File: src/rtl/tank_pkg.sv
// Shared types and constants for the tank renderer: colours, directions,
// grid geometry defaults and the tank descriptor.
package tank_pkg;

  localparam int unsigned COORD_W    = 11;
  localparam int unsigned GRID_W     = 5;
  localparam int unsigned RGB_W      = 12;
  localparam int unsigned CELL_DEF   = 20;
  localparam int unsigned ORIGIN_DEF = 80;

  localparam logic [RGB_W-1:0] COLOR_PLAYER = 12'h00F;
  localparam logic [RGB_W-1:0] COLOR_ENEMY  = 12'hF00;
  localparam logic [RGB_W-1:0] COLOR_NONE   = 12'h000;

  typedef enum logic [1:0] {
    DIR_UP    = 2'b00,
    DIR_DOWN  = 2'b01,
    DIR_LEFT  = 2'b10,
    DIR_RIGHT = 2'b11
  } dir_t;

  typedef struct packed {
    logic [GRID_W-1:0] x;
    logic [GRID_W-1:0] y;
    logic              state;
    dir_t              dir;
  } tank_desc_t;

  // Strict window c-below < v < c+above, evaluated one bit wider so nothing wraps.
  function automatic logic in_rng(logic [COORD_W-1:0] v, logic [COORD_W-1:0] c,
                                  int unsigned below, int unsigned above);
    logic [COORD_W:0] vw;
    logic [COORD_W:0] cw;
    vw = {1'b0, v};
    cw = {1'b0, c};
    return ((vw + (COORD_W+1)'(below)) > cw) && (vw < (cw + (COORD_W+1)'(above)));
  endfunction

endpackage

File: src/rtl/tank_render_ctrl_if.sv
// Pixel, control and descriptor-update signals between game logic / VGA
// timing and the tank renderer.
interface tank_render_ctrl_if #(
  parameter int unsigned N_TANKS = 4
);
  import tank_pkg::*;

  localparam int unsigned IDX_W = $clog2(N_TANKS);

  logic                 enable;
  logic                 frame_start;
  logic [COORD_W-1:0]   VGA_xpos;
  logic [COORD_W-1:0]   VGA_ypos;
  logic                 upd_req;
  logic [IDX_W-1:0]     upd_idx;
  logic [GRID_W-1:0]    upd_x;
  logic [GRID_W-1:0]    upd_y;
  logic                 upd_state;
  logic [1:0]           upd_dir;
  logic                 upd_ack;
  logic [RGB_W-1:0]     VGA_data;
  logic                 hit_valid;
  logic [IDX_W-1:0]     hit_idx;

  modport master (
    output enable, frame_start, VGA_xpos, VGA_ypos,
    output upd_req, upd_idx, upd_x, upd_y, upd_state, upd_dir,
    input  upd_ack, VGA_data, hit_valid, hit_idx
  );

  modport slave (
    input  enable, frame_start, VGA_xpos, VGA_ypos,
    input  upd_req, upd_idx, upd_x, upd_y, upd_state, upd_dir,
    output upd_ack, VGA_data, hit_valid, hit_idx
  );

endinterface

File: src/rtl/tank_shape_hit.sv
// Combinational shape test: does pixel (xpos,ypos) fall on the barrel or
// body of one tank descriptor?
module tank_shape_hit
  import tank_pkg::*;
#(
  parameter int unsigned CELL   = CELL_DEF,
  parameter int unsigned ORIGIN = ORIGIN_DEF
) (
  input  tank_desc_t          desc,
  input  logic [COORD_W-1:0]  xpos,
  input  logic [COORD_W-1:0]  ypos,
  output logic                hit_c
);

  logic [COORD_W-1:0] cx;
  logic [COORD_W-1:0] cy;
  logic               barrel;
  logic               body;

  assign cx = COORD_W'(desc.x) * COORD_W'(CELL) + COORD_W'(ORIGIN);
  assign cy = COORD_W'(desc.y) * COORD_W'(CELL) + COORD_W'(ORIGIN);

  // Barrel is a 10-wide stub on the facing side; body fills the opposite half.
  always_comb begin
    barrel = 1'b0;
    body   = 1'b0;
    unique case (desc.dir)
      DIR_UP: begin
        barrel = in_rng(xpos, cx, 5, 5)   && in_rng(ypos, cy, 10, 0);
        body   = in_rng(xpos, cx, 10, 10) && in_rng(ypos, cy, 0, 10);
      end
      DIR_DOWN: begin
        body   = in_rng(xpos, cx, 10, 10) && in_rng(ypos, cy, 10, 0);
        barrel = in_rng(xpos, cx, 5, 5)   && in_rng(ypos, cy, 0, 10);
      end
      DIR_LEFT: begin
        barrel = in_rng(xpos, cx, 10, 0)  && in_rng(ypos, cy, 5, 5);
        body   = in_rng(xpos, cx, 0, 10)  && in_rng(ypos, cy, 10, 10);
      end
      DIR_RIGHT: begin
        body   = in_rng(xpos, cx, 10, 0)  && in_rng(ypos, cy, 10, 10);
        barrel = in_rng(xpos, cx, 0, 10)  && in_rng(ypos, cy, 5, 5);
      end
      default: begin
        barrel = 1'b0;
        body   = 1'b0;
      end
    endcase
    hit_c = desc.state && (barrel || body);
  end

endmodule

File: src/rtl/tank_render_ctrl.sv
// Tank render scheduler: shadow/live descriptor tables with frame-start copy,
// req/ack write port, and a 2-stage per-pixel hit/priority pipeline.
module tank_render_ctrl
  import tank_pkg::*;
#(
  parameter int unsigned N_TANKS = 4,
  parameter int unsigned CELL    = CELL_DEF,
  parameter int unsigned ORIGIN  = ORIGIN_DEF
) (
  input  logic                 clk,
  input  logic                 rst,
  tank_render_ctrl_if.slave    bus
);

  localparam int unsigned IDX_W = $clog2(N_TANKS);

  typedef enum logic {ST_RUN, ST_COPY} state_t;

  state_t               state_q, state_d;
  logic [IDX_W-1:0]     cnt_q, cnt_d;
  logic                 copy_en_c;
  logic                 wr_en_c;
  tank_desc_t           wr_desc_c;
  tank_desc_t           shadow_q [N_TANKS];
  tank_desc_t           live_q   [N_TANKS];
  logic [N_TANKS-1:0]   hit_c;
  logic [N_TANKS-1:0]   hit_q;
  logic                 win_valid_c;
  logic [IDX_W-1:0]     win_idx_c;

  always_ff @(posedge clk or posedge rst) begin
    if (rst) begin
      state_q <= ST_RUN;
      cnt_q   <= '0;
    end else begin
      state_q <= state_d;
      cnt_q   <= cnt_d;
    end
  end

  // Writes are only taken in RUN and never on the frame_start cycle, so a
  // copy always sees a stable shadow table.
  always_comb begin
    state_d   = state_q;
    cnt_d     = cnt_q;
    copy_en_c = 1'b0;
    wr_en_c   = 1'b0;
    unique case (state_q)
      ST_RUN: begin
        if (bus.frame_start) begin
          state_d = ST_COPY;
          cnt_d   = '0;
        end else if (bus.upd_req && !bus.upd_ack) begin
          wr_en_c = 1'b1;
        end
      end
      ST_COPY: begin
        copy_en_c = 1'b1;
        cnt_d     = cnt_q + IDX_W'(1);
        if (cnt_q == IDX_W'(N_TANKS - 1)) state_d = ST_RUN;
      end
      default: state_d = ST_RUN;
    endcase
  end

  assign wr_desc_c = '{x: bus.upd_x, y: bus.upd_y, state: bus.upd_state,
                       dir: dir_t'(bus.upd_dir)};

  always_ff @(posedge clk or posedge rst) begin
    if (rst) begin
      for (int i = 0; i < int'(N_TANKS); i++) begin
        shadow_q[i] <= '0;
        live_q[i]   <= '0;
      end
      bus.upd_ack <= 1'b0;
    end else begin
      if (wr_en_c)   shadow_q[bus.upd_idx] <= wr_desc_c;
      if (copy_en_c) live_q[cnt_q]         <= shadow_q[cnt_q];
      bus.upd_ack <= wr_en_c;
    end
  end

  for (genvar g = 0; g < int'(N_TANKS); g++) begin : g_shape
    tank_shape_hit #(.CELL(CELL), .ORIGIN(ORIGIN)) u_shape (
      .desc  (live_q[g]),
      .xpos  (bus.VGA_xpos),
      .ypos  (bus.VGA_ypos),
      .hit_c (hit_c[g])
    );
  end

  // Lowest slot wins so the player tank is drawn over enemies.
  always_comb begin
    win_valid_c = |hit_q;
    win_idx_c   = '0;
    for (int i = int'(N_TANKS) - 1; i >= 0; i--) begin
      if (hit_q[i]) win_idx_c = IDX_W'(i);
    end
  end

  always_ff @(posedge clk or posedge rst) begin
    if (rst) begin
      hit_q         <= '0;
      bus.hit_valid <= 1'b0;
      bus.hit_idx   <= '0;
      bus.VGA_data  <= COLOR_NONE;
    end else begin
      hit_q         <= bus.enable ? hit_c : '0;
      bus.hit_valid <= win_valid_c;
      bus.hit_idx   <= win_idx_c;
      if (!win_valid_c)           bus.VGA_data <= COLOR_NONE;
      else if (win_idx_c == '0)   bus.VGA_data <= COLOR_PLAYER;
      else                        bus.VGA_data <= COLOR_ENEMY;
    end
  end

endmodule
File: src/flat_wrapper.sv
// flat-port wrapper written by rule: the top's interface ports become plain ports
module tank_render_ctrl_flat import tank_pkg::*;
#(
  parameter int unsigned N_TANKS = 4,
  parameter int unsigned CELL    = CELL_DEF,
  parameter int unsigned ORIGIN  = ORIGIN_DEF
)
  (clk, rst, bus_enable, bus_frame_start, bus_VGA_xpos, bus_VGA_ypos, bus_upd_req, bus_upd_idx, bus_upd_x, bus_upd_y, bus_upd_state, bus_upd_dir, bus_upd_ack, bus_VGA_data, bus_hit_valid, bus_hit_idx);
  tank_render_ctrl_if #(.N_TANKS(N_TANKS)) bus_i ();
  input  logic clk;
  input  logic rst;
  input wire logic [$bits(bus_i.enable)-1:0] bus_enable;
  input wire logic [$bits(bus_i.frame_start)-1:0] bus_frame_start;
  input wire logic [$bits(bus_i.VGA_xpos)-1:0] bus_VGA_xpos;
  input wire logic [$bits(bus_i.VGA_ypos)-1:0] bus_VGA_ypos;
  input wire logic [$bits(bus_i.upd_req)-1:0] bus_upd_req;
  input wire logic [$bits(bus_i.upd_idx)-1:0] bus_upd_idx;
  input wire logic [$bits(bus_i.upd_x)-1:0] bus_upd_x;
  input wire logic [$bits(bus_i.upd_y)-1:0] bus_upd_y;
  input wire logic [$bits(bus_i.upd_state)-1:0] bus_upd_state;
  input wire logic [$bits(bus_i.upd_dir)-1:0] bus_upd_dir;
  output wire logic [$bits(bus_i.upd_ack)-1:0] bus_upd_ack;
  output wire logic [$bits(bus_i.VGA_data)-1:0] bus_VGA_data;
  output wire logic [$bits(bus_i.hit_valid)-1:0] bus_hit_valid;
  output wire logic [$bits(bus_i.hit_idx)-1:0] bus_hit_idx;
  assign bus_i.enable = bus_enable;
  assign bus_i.frame_start = bus_frame_start;
  assign bus_i.VGA_xpos = bus_VGA_xpos;
  assign bus_i.VGA_ypos = bus_VGA_ypos;
  assign bus_i.upd_req = bus_upd_req;
  assign bus_i.upd_idx = bus_upd_idx;
  assign bus_i.upd_x = bus_upd_x;
  assign bus_i.upd_y = bus_upd_y;
  assign bus_i.upd_state = bus_upd_state;
  assign bus_i.upd_dir = bus_upd_dir;
  assign bus_upd_ack = bus_i.upd_ack;
  assign bus_VGA_data = bus_i.VGA_data;
  assign bus_hit_valid = bus_i.hit_valid;
  assign bus_hit_idx = bus_i.hit_idx;
  tank_render_ctrl #(.N_TANKS(N_TANKS), .CELL(CELL), .ORIGIN(ORIGIN)) u_core (.clk(clk), .rst(rst), .bus(bus_i));
endmodule
File: config.mk
export PLATFORM = sky130hd
export DESIGN_NAME = tank_render_ctrl_flat
export DESIGN_NICKNAME = d
export VERILOG_FILES = /design/src/rtl/tank_pkg.sv /design/src/rtl/tank_render_ctrl_if.sv /design/src/rtl/tank_shape_hit.sv /design/src/rtl/tank_render_ctrl.sv /design/src/flat_wrapper.sv
export SDC_FILE = /design/constraint.sdc
export NUM_CORES = 1
export LEC_CHECK = 0
export CAP_MARGIN = 20
export CORE_ASPECT_RATIO = 0.6
export CORE_MARGIN = 3
export CORE_UTILIZATION = 50
export CTS_CLUSTER_SIZE = 14
export DETAILED_ROUTE_END_ITERATION = 6
export PLACE_DENSITY = 0.69
export REMOVE_ABC_BUFFERS = 1
export SYNTH_ARGS = -nofsm -noshare
export SYNTH_HDL_FRONTEND = slang
export SYNTH_SLANG_ARGS = --single-unit
export TNS_END_PERCENT = 20
File: constraint.sdc
create_clock -name clk -period 4.7 [get_ports clk]
set_input_delay 0.94 -clock clk [delete_from_list [all_inputs] [get_ports clk]]
set_output_delay 0.94 -clock clk [all_outputs]
set_load 0.05 [all_outputs]
==> metrics.txt <==
worst reg2reg path startpoint=u_core.live_q[24]; cell count after synthesis=1833; Mapped Avg Cell Area=9.28 sq um; share of flip-flops with an asynchronous set or reset=100%; maximum level of the CTS H-tree=4; Slowest-stage cell, CP=sky130_fd_sc_hd__fa_1; kind of start point of the critical path=register; number of maximum-capacitance violations=0; largest clock skew in the final design=roughly 0.021 ns; startpoint of the lowest-slack hold path=u_core.shadow_q[48]; post-CTS setup buffer count=0; insertion delay of the later-clocked pin in the worst-skew pair=0.43 ns; met1 layer wirelength in the final routing=27.0 mm; Max Fanout on Critical Path=6; largest net degree at the start of global routing=77; share of final-layout standard cells stronger than drive strength 1=around 14%; Total Die Area=36400 sq um; most common library cell in the layout ignoring fill and taps=sky130_fd_sc_hd__ha_1; Max clock buf depth=2; Routed Antenna Nets=0; area leader, netlist=sky130_fd_sc_hd__ha_1; Rel. slew slack=40.4%; Worst R2R Path Depth=18; Initial Util=51.6%; CP cell instances=ha_1 -> ha_1 -> fa_1 -> a21oi_1 -> xnor2_1 -> buf_4 -> nor2_1 -> nand2_1 -> xnor2_1 -> ha_1 -> a21o_1 -> a21oi_1 -> nor4b_1 -> a22o_1 -> nand3_1 -> o221ai_1 -> o211ai_1 -> a21oi_1; worst min path class=register to register; half-perimeter wire length after detailed placement=roughly 44 mm; routability congestion estimate from global placement=0.993; final cell area excluding filler cells=19600 sq um; clock tree from TritonCTS=done; number of global-route vias before repair=between 15000 and 20000; Wirelength per Cell=between 20 and 25 um; Post-synth EDFFs=0; final cell count without fillers=between 2000 and 2500; Post-Place Cells=2447; dominant delay contributor by cell family on the critical path=compound AO/OA/AOI/OAI gates; Cell Rows=51; GRT Util Overall=around 30%; start-to-end type of the worst setup path=register to register; synthesized cell area=17000 sq um; number of instances on the worst hold path=1; first-pass GRT wire length=84.1 mm; leading cell types by total area after synthesis=sky130_fd_sc_hd__ha_1 33%, sky130_fd_sc_hd__dfrtp_1 17%, sky130_fd_sc_hd__mux2_2 6.4%, sky130_fd_sc_hd__xnor2_1 5.2%, sky130_fd_sc_hd__a21oi_1 3.2%; count of clock tree sinks=117; antenna violations before repair=2; Boundary Pins=58; unrepaired setup endpoints after global routing=true; gr ovfl total=0; Die X-Extent=between 200 and 250 um; prevailing post-synth register cell=sky130_fd_sc_hd__dfrtp_1; CP max stage delay=approximately 0.51 ns; uppermost metal layer occupied by signal nets=met4; Reg clk slew, reported paths=0.06 ns; number of input and output port buffers inserted=53; synth unique cells=78; period utilisation layout=around 94%; via total after detailed routing=between 15000 and 20000; arrival time reported for the critical path endpoint=about 4.8 ns; setup TNS after final layout=0 ns; core outline area=roughly 33000 sq um; wire length reported by the detailed router=54.1 mm; synth-to-layout area growth=15.1%; die height=149 um; met3 WL post-DR=5.30 mm; register bit count reported by yosys=117; Vias/cell=around 6.2; root cell of the clock tree=sky130_fd_sc_hd__clkbuf_16; leading cell types in the layout, fill and taps excluded=448 x sky130_fd_sc_hd__ha_1, 118 x sky130_fd_sc_hd__buf_4, 117 x sky130_fd_sc_hd__nand2_1, 117 x sky130_fd_sc_hd__dfrtp_1, 111 x sky130_fd_sc_hd__nor2_1; worst setup slack for register-to-register paths=roughly 0.27 ns; final hold violations=0; min Tclk post-route=4.43 ns; required time at the worst-slack endpoint=5.04 ns; Slew Limit Fails=0; first-pass iteration count of the detailed router=5; register area share after synthesis=17.2%; net total in the final layout=2514; TritonCTS buffer count=17; Worst Hold End=u_core.shadow_q[48]; FMAX=roughly 230 MHz; total setup violations reported at the end of the flow=0; area post-placement=about 19000 sq um; run status=completed; Crit path buffers/inverters=1; CP endpoint kind=register; share of the synthesized area in the top cell type=between 30% and 40%; total number of yosys warnings=0; end of the worst register-to-register path=u_core.hit_q[2]; slew at the pin closest to its max-slew limit=0.894 ns; DRC errors left=0; routed wire length on met2=21.0 mm; total inserted antenna cells=0; Initial DRC Count=1333
[worst reg2reg max path, stage by stage, from the launching register on]
cell and delay [ns]:
sky130_fd_sc_hd__dfrtp_1 0.40, sky130_fd_sc_hd__ha_1 0.30, sky130_fd_sc_hd__ha_1 0.23, sky130_fd_sc_hd__fa_1 0.51, sky130_fd_sc_hd__a21oi_1 0.36, sky130_fd_sc_hd__xnor2_1 0.15
sky130_fd_sc_hd__buf_4 0.21, sky130_fd_sc_hd__nor2_1 0.27, sky130_fd_sc_hd__nand2_1 0.11, sky130_fd_sc_hd__xnor2_1 0.14, sky130_fd_sc_hd__ha_1 0.18, sky130_fd_sc_hd__a21o_1 0.15
sky130_fd_sc_hd__a21oi_1 0.17, sky130_fd_sc_hd__nor4b_1 0.26, sky130_fd_sc_hd__a22o_1 0.27, sky130_fd_sc_hd__nand3_1 0.14, sky130_fd_sc_hd__o221ai_1 0.23, sky130_fd_sc_hd__o211ai_1 0.12
sky130_fd_sc_hd__a21oi_1 0.15
[final cells by class]
cell class | count | area, sq um
multi-input combinational | 1613 | 13700
fill | 2886 | 13400
sequential | 117 | 2930
timing repair buffer | 173 | 1460
tap | 450 | 563
clock buffer | 22 | 484
inverter | 94 | 355
clock inverter | 10 | 95.1
[logic make-up after synthesis]
family | share of synthesized area (%)
AND/OR/NAND/NOR | 13.6
adder cells (fa/ha/maj) | 33.9
AO/OA/AOI/OAI | 15.0
XOR/XNOR | 8.34
buffers and inverters | 3.14
multiplexers | 8.79
flip-flops | 17.2
other | 0.0441
[metrics by stage]
| stage | hold WS [ns] | setup slack (ns) | util (%) |
|---|---|---|---|
| 4_1_cts | 0.487 | 0.172 | 59.2 |
| 2_1_floorplan | 0.397 | 0.405 | - |
| 5_1_grt | 0.508 | -0.00536 | 59.4 |
| 3_5_place_dp | 0.474 | 0.118 | 57.5 |
| 3_3_place_gp | 0.462 | 0.144 | 57.5 |
| 6_report | 0.483 | 0.267 | 59.4 |
[how the worst max path moves through the flow]
stage / startpoint / to / depth (start not counted)
global placement: bus_VGA_xpos[1] / u_core.hit_q[3] / 15
floorplan: u_core.live_q[30] / u_core.hit_q[1] / 16
CTS: u_core.live_q[32] / u_core.hit_q[1] / 16
detailed placement: bus_VGA_xpos[0] / u_core.hit_q[1] / 14
global route: u_core.live_q[32] / u_core.hit_q[1] / 16
finish: u_core.live_q[24] / u_core.hit_q[2] / 18
[Yosys cell counts (all sizes together), types with 6 or more instances]
cell     instances
or3              8
a21o            29
o21a            22
fa               8
xnor2          102
nor2           112
mux4            13
o211ai          21
xor2            60
o2111ai          8
a31oi           13
nor4            17
a21oi          108
nand2          117
o31ai            6
nand3b          10
a22o             6
a211oi          15
o21bai          10
nor2b           14
nor3b            6
dfrtp          117
a2111oi          9
o221ai           8
nand4           39
a211o           13
buf             23
nand2b          24
ha             448
nor3            31
clkbuf          12
nand3           48
o21ai           77
or4              8
inv             94
mux2           105
[registers in the layout, indices dropped and copies added, names as in the netlist]
| name | count |
|---|---|
| u_core.bus.VGA_data | 2 |
| u_core.bus.hit_idx | 2 |
| u_core.bus.hit_valid | 1 |
| u_core.bus.upd_ack | 1 |
| u_core.cnt_q | 2 |
| u_core.hit_q | 4 |
| u_core.live_q | 52 |
| u_core.shadow_q | 52 |
| u_core.state_q | 1 |
[routing by layer]
metal / vias up / GRT usage [%]
li1: 7215 / -
met1: 7430 / 45.6
met2: 580 / 41.8
met3: 71 / 7.04
met4: 0 / 6.11
met5: - / 0
[what timing repair did]
item                       4_1_cts  5_1_grt
setup endpoints to repair        0        3
hold buffers                     0        0
resized for setup                0        9
Power is not shown: default switching activity piles up to over one toggle a cycle in this logic, so the estimate is an artifact.
